**src/rtl/hazard_sb_pkg.sv**
```systemverilog
`default_nettype none
// +--------------------------------------------------------------------+
// | hazard_pkg : shared encodings and defaults for the hazard unit      |
// | Rev 1.0                                                             |
// +--------------------------------------------------------------------+
package hazard_pkg;

  localparam logic [1:0] FWD_REGFILE = 2'b00;
  localparam logic [1:0] FWD_WB      = 2'b01;
  localparam logic [1:0] FWD_MEM     = 2'b10;

  localparam int DEFAULT_REG_AW   = 5;
  localparam int DEFAULT_NUM_REGS = 32;

endpackage
`default_nettype wire

```
**src/rtl/sb_pending.sv**
```systemverilog
`default_nettype none
// +--------------------------------------------------------------------+
// | sb_pending : pending-destination vector, in-flight counter, error   |
// | Rev 1.0                                                             |
// +--------------------------------------------------------------------+
module sb_pending
  import hazard_pkg::*;
#(
  parameter int REG_AW          = DEFAULT_REG_AW,
  parameter int NUM_REGS        = DEFAULT_NUM_REGS,
  parameter int MAX_OUTSTANDING = 2,
  parameter int CNT_W           = 3
) (
  input  logic                clk,
  input  logic                reset,
  input  logic                set,
  input  logic [REG_AW-1:0]   set_rd,
  input  logic                clr,
  input  logic [REG_AW-1:0]   clr_rd,
  output logic [NUM_REGS-1:0] pending,
  output logic [CNT_W-1:0]    count,
  output logic                sb_err
);

  localparam logic [CNT_W-1:0] MAX_CNT = CNT_W'(MAX_OUTSTANDING);

  logic [NUM_REGS-1:1] pend_q;
  logic [NUM_REGS-1:1] pend_d;
  logic [CNT_W-1:0]    count_q;
  logic [CNT_W-1:0]    count_d;
  logic                err_q;
  logic                set_live;
  logic                cnt_zero;
  logic                cnt_full;
  logic                err_now;

  // Register 0 never holds a pending bit; it is tied low here.
  assign pending  = {pend_q, 1'b0};
  assign count    = count_q;
  assign sb_err   = err_q;

  assign set_live = set && (set_rd != '0);
  assign cnt_zero = (count_q == '0);
  assign cnt_full = (count_q == MAX_CNT);

  assign err_now = (clr && !pending[clr_rd] && (clr_rd != '0))
                 || (clr && cnt_zero)
                 || (set && !clr && cnt_full)
                 || (set_live && clr && (clr_rd == set_rd));

  // Set takes priority over a same-cycle clear of the same register.
  always_comb begin
    pend_d = pend_q;
    for (int i = 1; i < NUM_REGS; i++) begin
      if (set_live && (set_rd == REG_AW'(i))) begin
        pend_d[i] = 1'b1;
      end else if (clr && (clr_rd == REG_AW'(i))) begin
        pend_d[i] = 1'b0;
      end
    end
  end

  always_comb begin
    count_d = count_q;
    if (set && !clr) begin
      count_d = cnt_full ? count_q : count_q + 1'b1;
    end else if (clr && !set) begin
      count_d = cnt_zero ? count_q : count_q - 1'b1;
    end
  end

  always_ff @(posedge clk) begin
    if (reset) begin
      pend_q  <= '0;
      count_q <= '0;
      err_q   <= 1'b0;
    end else begin
      pend_q  <= pend_d;
      count_q <= count_d;
      err_q   <= err_q | err_now;
    end
  end

endmodule
`default_nettype wire

```
**src/rtl/hazard_sb.sv**
```systemverilog
`default_nettype none
// +--------------------------------------------------------------------+
// | hazard_sb : 5-stage hazard unit with long-op register scoreboard    |
// | Rev 1.0                                                             |
// +--------------------------------------------------------------------+
module hazard_sb
  import hazard_pkg::*;
#(
  parameter int REG_AW          = DEFAULT_REG_AW,
  parameter int NUM_REGS        = DEFAULT_NUM_REGS,
  parameter int MAX_OUTSTANDING = 2,
  parameter int CNT_W           = 3
) (
  input  logic              clk,
  input  logic              reset,
  input  logic [REG_AW-1:0] rs1_d,
  input  logic [REG_AW-1:0] rs2_d,
  input  logic [REG_AW-1:0] rd_d,
  input  logic              long_d,
  input  logic [REG_AW-1:0] rs1_e,
  input  logic [REG_AW-1:0] rs2_e,
  input  logic [REG_AW-1:0] rd_e,
  input  logic              result_src_e_0,
  input  logic              long_e,
  input  logic              pc_src_e,
  input  logic [REG_AW-1:0] rd_m,
  input  logic              regwrite_m,
  input  logic [REG_AW-1:0] rd_w,
  input  logic              regwrite_w,
  input  logic              lr_done,
  input  logic [REG_AW-1:0] lr_rd,
  output logic              stall_f,
  output logic              stall_d,
  output logic              flush_d,
  output logic              flush_e,
  output logic [1:0]        forward_operand_a_e,
  output logic [1:0]        forward_operand_b_e,
  output logic              sb_busy,
  output logic              sb_err
);

  logic [NUM_REGS-1:0] pending;
  logic [CNT_W-1:0]    count;
  logic                err_raw;
  logic                lw_stall;
  logic                le_stall;
  logic                sb_stall;
  logic                bud_stall;
  logic                stall;
  logic [CNT_W:0]      inflight;

  function automatic logic [1:0] fwd_sel(input logic [REG_AW-1:0] rs);
    if ((rs != '0) && regwrite_m && (rs == rd_m)) return FWD_MEM;
    if ((rs != '0) && regwrite_w && (rs == rd_w)) return FWD_WB;
    return FWD_REGFILE;
  endfunction

  sb_pending #(
    .REG_AW          (REG_AW),
    .NUM_REGS        (NUM_REGS),
    .MAX_OUTSTANDING (MAX_OUTSTANDING),
    .CNT_W           (CNT_W)
  ) u_sb_pending (
    .clk     (clk),
    .reset   (reset),
    .set     (long_e),
    .set_rd  (rd_e),
    .clr     (lr_done),
    .clr_rd  (lr_rd),
    .pending (pending),
    .count   (count),
    .sb_err  (err_raw)
  );

  assign lw_stall = result_src_e_0 && (rd_e != '0)
                  && ((rs1_d == rd_e) || (rs2_d == rd_e));
  assign le_stall = long_e && (rd_e != '0)
                  && ((rs1_d == rd_e) || (rs2_d == rd_e) || (rd_d == rd_e));
  assign sb_stall = pending[rs1_d] || pending[rs2_d] || pending[rd_d];

  // A long op in E this cycle already occupies a slot for the D instruction.
  assign inflight  = {1'b0, count} + (CNT_W+1)'(long_e);
  assign bud_stall = long_d && (inflight >= (CNT_W+1)'(MAX_OUTSTANDING));

  assign stall = lw_stall || le_stall || sb_stall || bud_stall;

  assign stall_f = !reset && stall && !pc_src_e;
  assign stall_d = !reset && stall && !pc_src_e;
  assign flush_d = !reset && pc_src_e;
  assign flush_e = !reset && (stall || pc_src_e);

  assign forward_operand_a_e = reset ? FWD_REGFILE : fwd_sel(rs1_e);
  assign forward_operand_b_e = reset ? FWD_REGFILE : fwd_sel(rs2_e);

  assign sb_busy = !reset && (count != '0);
  assign sb_err  = !reset && err_raw;

endmodule
`default_nettype wire

```
**config.mk**
```make
export PLATFORM = sky130hd
export DESIGN_NAME = hazard_sb
export DESIGN_NICKNAME = d
export VERILOG_FILES = /design/src/rtl/hazard_sb_pkg.sv /design/src/rtl/sb_pending.sv /design/src/rtl/hazard_sb.sv
export SDC_FILE = /design/constraint.sdc
export NUM_CORES = 1
export LEC_CHECK = 0
export CAP_MARGIN = 20
export CORE_MARGIN = 1
export CORE_UTILIZATION = 57
export DETAILED_ROUTE_END_ITERATION = 10
export GPL_TIMING_DRIVEN = 1
export PLACE_DENSITY_LB_ADDON = 0.3
export SLEW_MARGIN = 20
export SYNTH_ARGS = -nofsm -noshare
export SYNTH_HDL_FRONTEND = slang
export SYNTH_SLANG_ARGS = --single-unit
export TNS_END_PERCENT = 1
```
**constraint.sdc**
```tcl
create_clock -name clk -period 3.36 [get_ports clk]
set_input_delay 0.336 -clock clk [delete_from_list [all_inputs] [get_ports clk]]
set_output_delay 0.336 -clock clk [all_outputs]
set_load 0.005 [all_outputs]
```
==> metrics <==
status complete, no violations; simple logic cell fraction of the synthesized area 22.9%; die height 78.4 um; Overflow after GRT 0; synth unique cells 47; Fin. Hold Viols 0; Std-Cell Rows 27; initial DRC count 330; IO Pins 64; H-tree depth 2; clock sinks 35; number of buffers created by CTS 5; dominant cell by count in the synthesized netlist a21oi_1; initial antenna violation count 0; DRT antenna net count 0; reg2reg start u_sb_pending.pend_q[7]; core footprint 5570 sq um; Net Sw Frac 30.9%; combinational share of power 31.1%; max_cap viols 0; layout cells sized above 1 12.8%; final wirelength 10500 um; vias in the first global route 3353; part of the power in registers 38.8%; critical path type input pin to output port; Syn-to-layout area delta 25.7%; flops & latches, synth 35; first-pass GRT wire length 16800 um; R2R cell count 5; worst-skew pair later-pin latency 0.29 ns; Synthesized Nets 447; FF-to-FF End u_sb_pending.sb_err; Final Util 75.0%; M1 GR Usage 45.9%; routing usage on met2 57.5%; largest net degree at the start of global routing 40; Synth area leader dfxtp_1; drt drc 0; average size of a mapped cell 8.55 sq um; Pleak 1.46 nW; Worst-Margin Slew 0.563 ns; Hold Crit Class flop to flop; minimum clock period 3.24 ns; hold depth 2; Synth Area in XOR/XNOR 10.5%; r2r setup slk 1.47 ns; pwr dens 276 nW/um^2; post-synthesis mux area share 22.5%; synthesized area 3330 sq um; sequential-to-total area share from yosys stat 21.1%; post-synthesis compound-gate area fraction 15.7%; setup TNS 0 ns; 1st-pass router iterations 5; CTS tree built; number of synthesized flops with an enable pin 0; clock root buffer master clkbuf_8; hold_sp u_sb_pending.pend_q[21]; synthesis warning total 0; crit path max fanout 4; most frequent cells after synthesis a21oi_1, dfxtp_1, nand2_1; internal power 0.796 mW; Post-synth ARST share 0%; Worst-path clk slew 0.07 ns; post-synthesis adder-cell area fraction 1.73%; Post-synth top flop dfxtp_1; Clock power frac 30.1%; CP Capture Type output port; die width 78.4 um; largest family of logic cells by synthesized area simple AND/OR/NAND/NOR gates; met3 usage in global routing 6.16%; Slew Limit Fails 0; overall routing resource usage 35.9%; gp weighted congestion 1.03; Tcrit/Tclk final 96.3%; Worst VDD drop 0.212 mV; CP startpoint rs2_d[2]; Vias 3553; leading post-synthesis cells by cell area dfxtp_1, mux4_2, xnor2_1; Worst Clk Skew 0.00212 ns; unrepaired setup endpoints after global routing false; CTS max path bufs 2; critical path required time 3.02 ns; Initial Utilization 59.7%; area share of the largest cell type after synthesis 21.1%; # diodes 0; switching pwr 0.356 mW; fmax 0.309 GHz; worst hold slack 0.537 ns; final setup violation count 0; layout net count 511; busiest layer in global routing met2; port bufs 63; Mapped Cells 389; Hold Path End u_sb_pending.pend_q[21]; Avg Vias per Cell 6.75; Setup WS pre-CTS 0.108 ns; hpwl dp 8120 um; critical path data arrival time 2.90 ns; post-route setup slack 0.124 ns; relative max-transition margin 62.3%; Die Area 6150 sq um; nature of the critical path startpoint input pin; DR WL/cell 20.0 um
[flip-flops by register name, indices dropped and copies added (netlist names)]
name,flops
u_sb_pending.sb_err,1
u_sb_pending.count,3
u_sb_pending.pend_q,31
[how the worst max path moves through the flow]
stage,cells after the start,slack [ns],endpoint
after floorplan,8,0.94,stall_f
after global placement,9,0.14,stall_f
after detailed placement,8,0.11,stall_d
after CTS,8,0.10,stall_d
after global routing,8,0.02,flush_e
final,8,0.12,stall_d
[power groups by stage]
stage / clock network (mW) / logic (mW) / registers (mW)
finish: 0.347 / 0.359 / 0.447
floorplan: 0 / 0.205 / 0.449
CTS: 0.345 / 0.354 / 0.446
global route: 0.371 / 0.386 / 0.451
global placement: 0 / 0.343 / 0.455
detailed placement: 0 / 0.351 / 0.456
[per-layer routing]
metal  wire, um  share of wire [%]  vias to the layer above
met4        432                4.1                        0
li1           -                  -                     1594
met2       4940                 47                      231
met1       4230                 40                     1687
met3        893                8.5                       41
met5          0                  0                        -
[placed cells by master (no fill, tap or decap), drive strengths merged, types with 5 or more instances in the layout]
master	n
dfxtp	35
buf	23
a21oi	36
nand3	12
o21ai	37
nor2	17
nand2	33
inv	10
a2111oi	5
xnor2	22
mux2i	9
clkbuf	7
clkdlybuf4s50	62
mux4	27
nor3	9
nor4	6
xor2	18
nand4	14
nand2b	5
nand4b	7
nor2b	17
[layout make-up]
type                    instances  area [sq um]
multi-input cells             315          2440
well taps                      72          90.1
flip-flops and latches         35           701
clock inverters                 1          7.51
inverters                      10          37.5
repair buffers                 86           806
fillers                       433          1390
clock buffers                   7          96.3
[through the flow]
stage	total power [mW]	instances	instance area, sq um
finish	1.15	526	4180
global route	1.21	526	4180
CTS	1.15	526	4170
detailed placement	0.807	518	4070
global placement	0.798	518	4070
floorplan	0.654	389	3330
[repair_timing]
| item | 4_1_cts | 5_1_grt |
|---|---|---|
| resized for setup | 0 | 2 |
| hold buffers | 0 | 0 |
| buffers inserted | 0 | 0 |
| setup endpoints to repair | 0 | 3 |
[worst max-delay path, stage by stage]
cell and delay [ns]:
clkdlybuf4s50_1 0.57, mux4_1 0.57, nand4b_1 0.11, nand4_1 0.10
or3_1 0.33, nor4_2 0.29, a211oi_1 0.13, clkdlybuf4s50_1 0.46
[cells by family (layout without fill, tap and decap cells)]
family          after synthesis  after routing
xor+xnor                     40             40
flops                        35             35
buf+inv                      39            104
compound gates               92             92
simple gates                140            140
mux                          39             39
fa+ha+maj                     4              4
(Power assumes the default switching activity.)
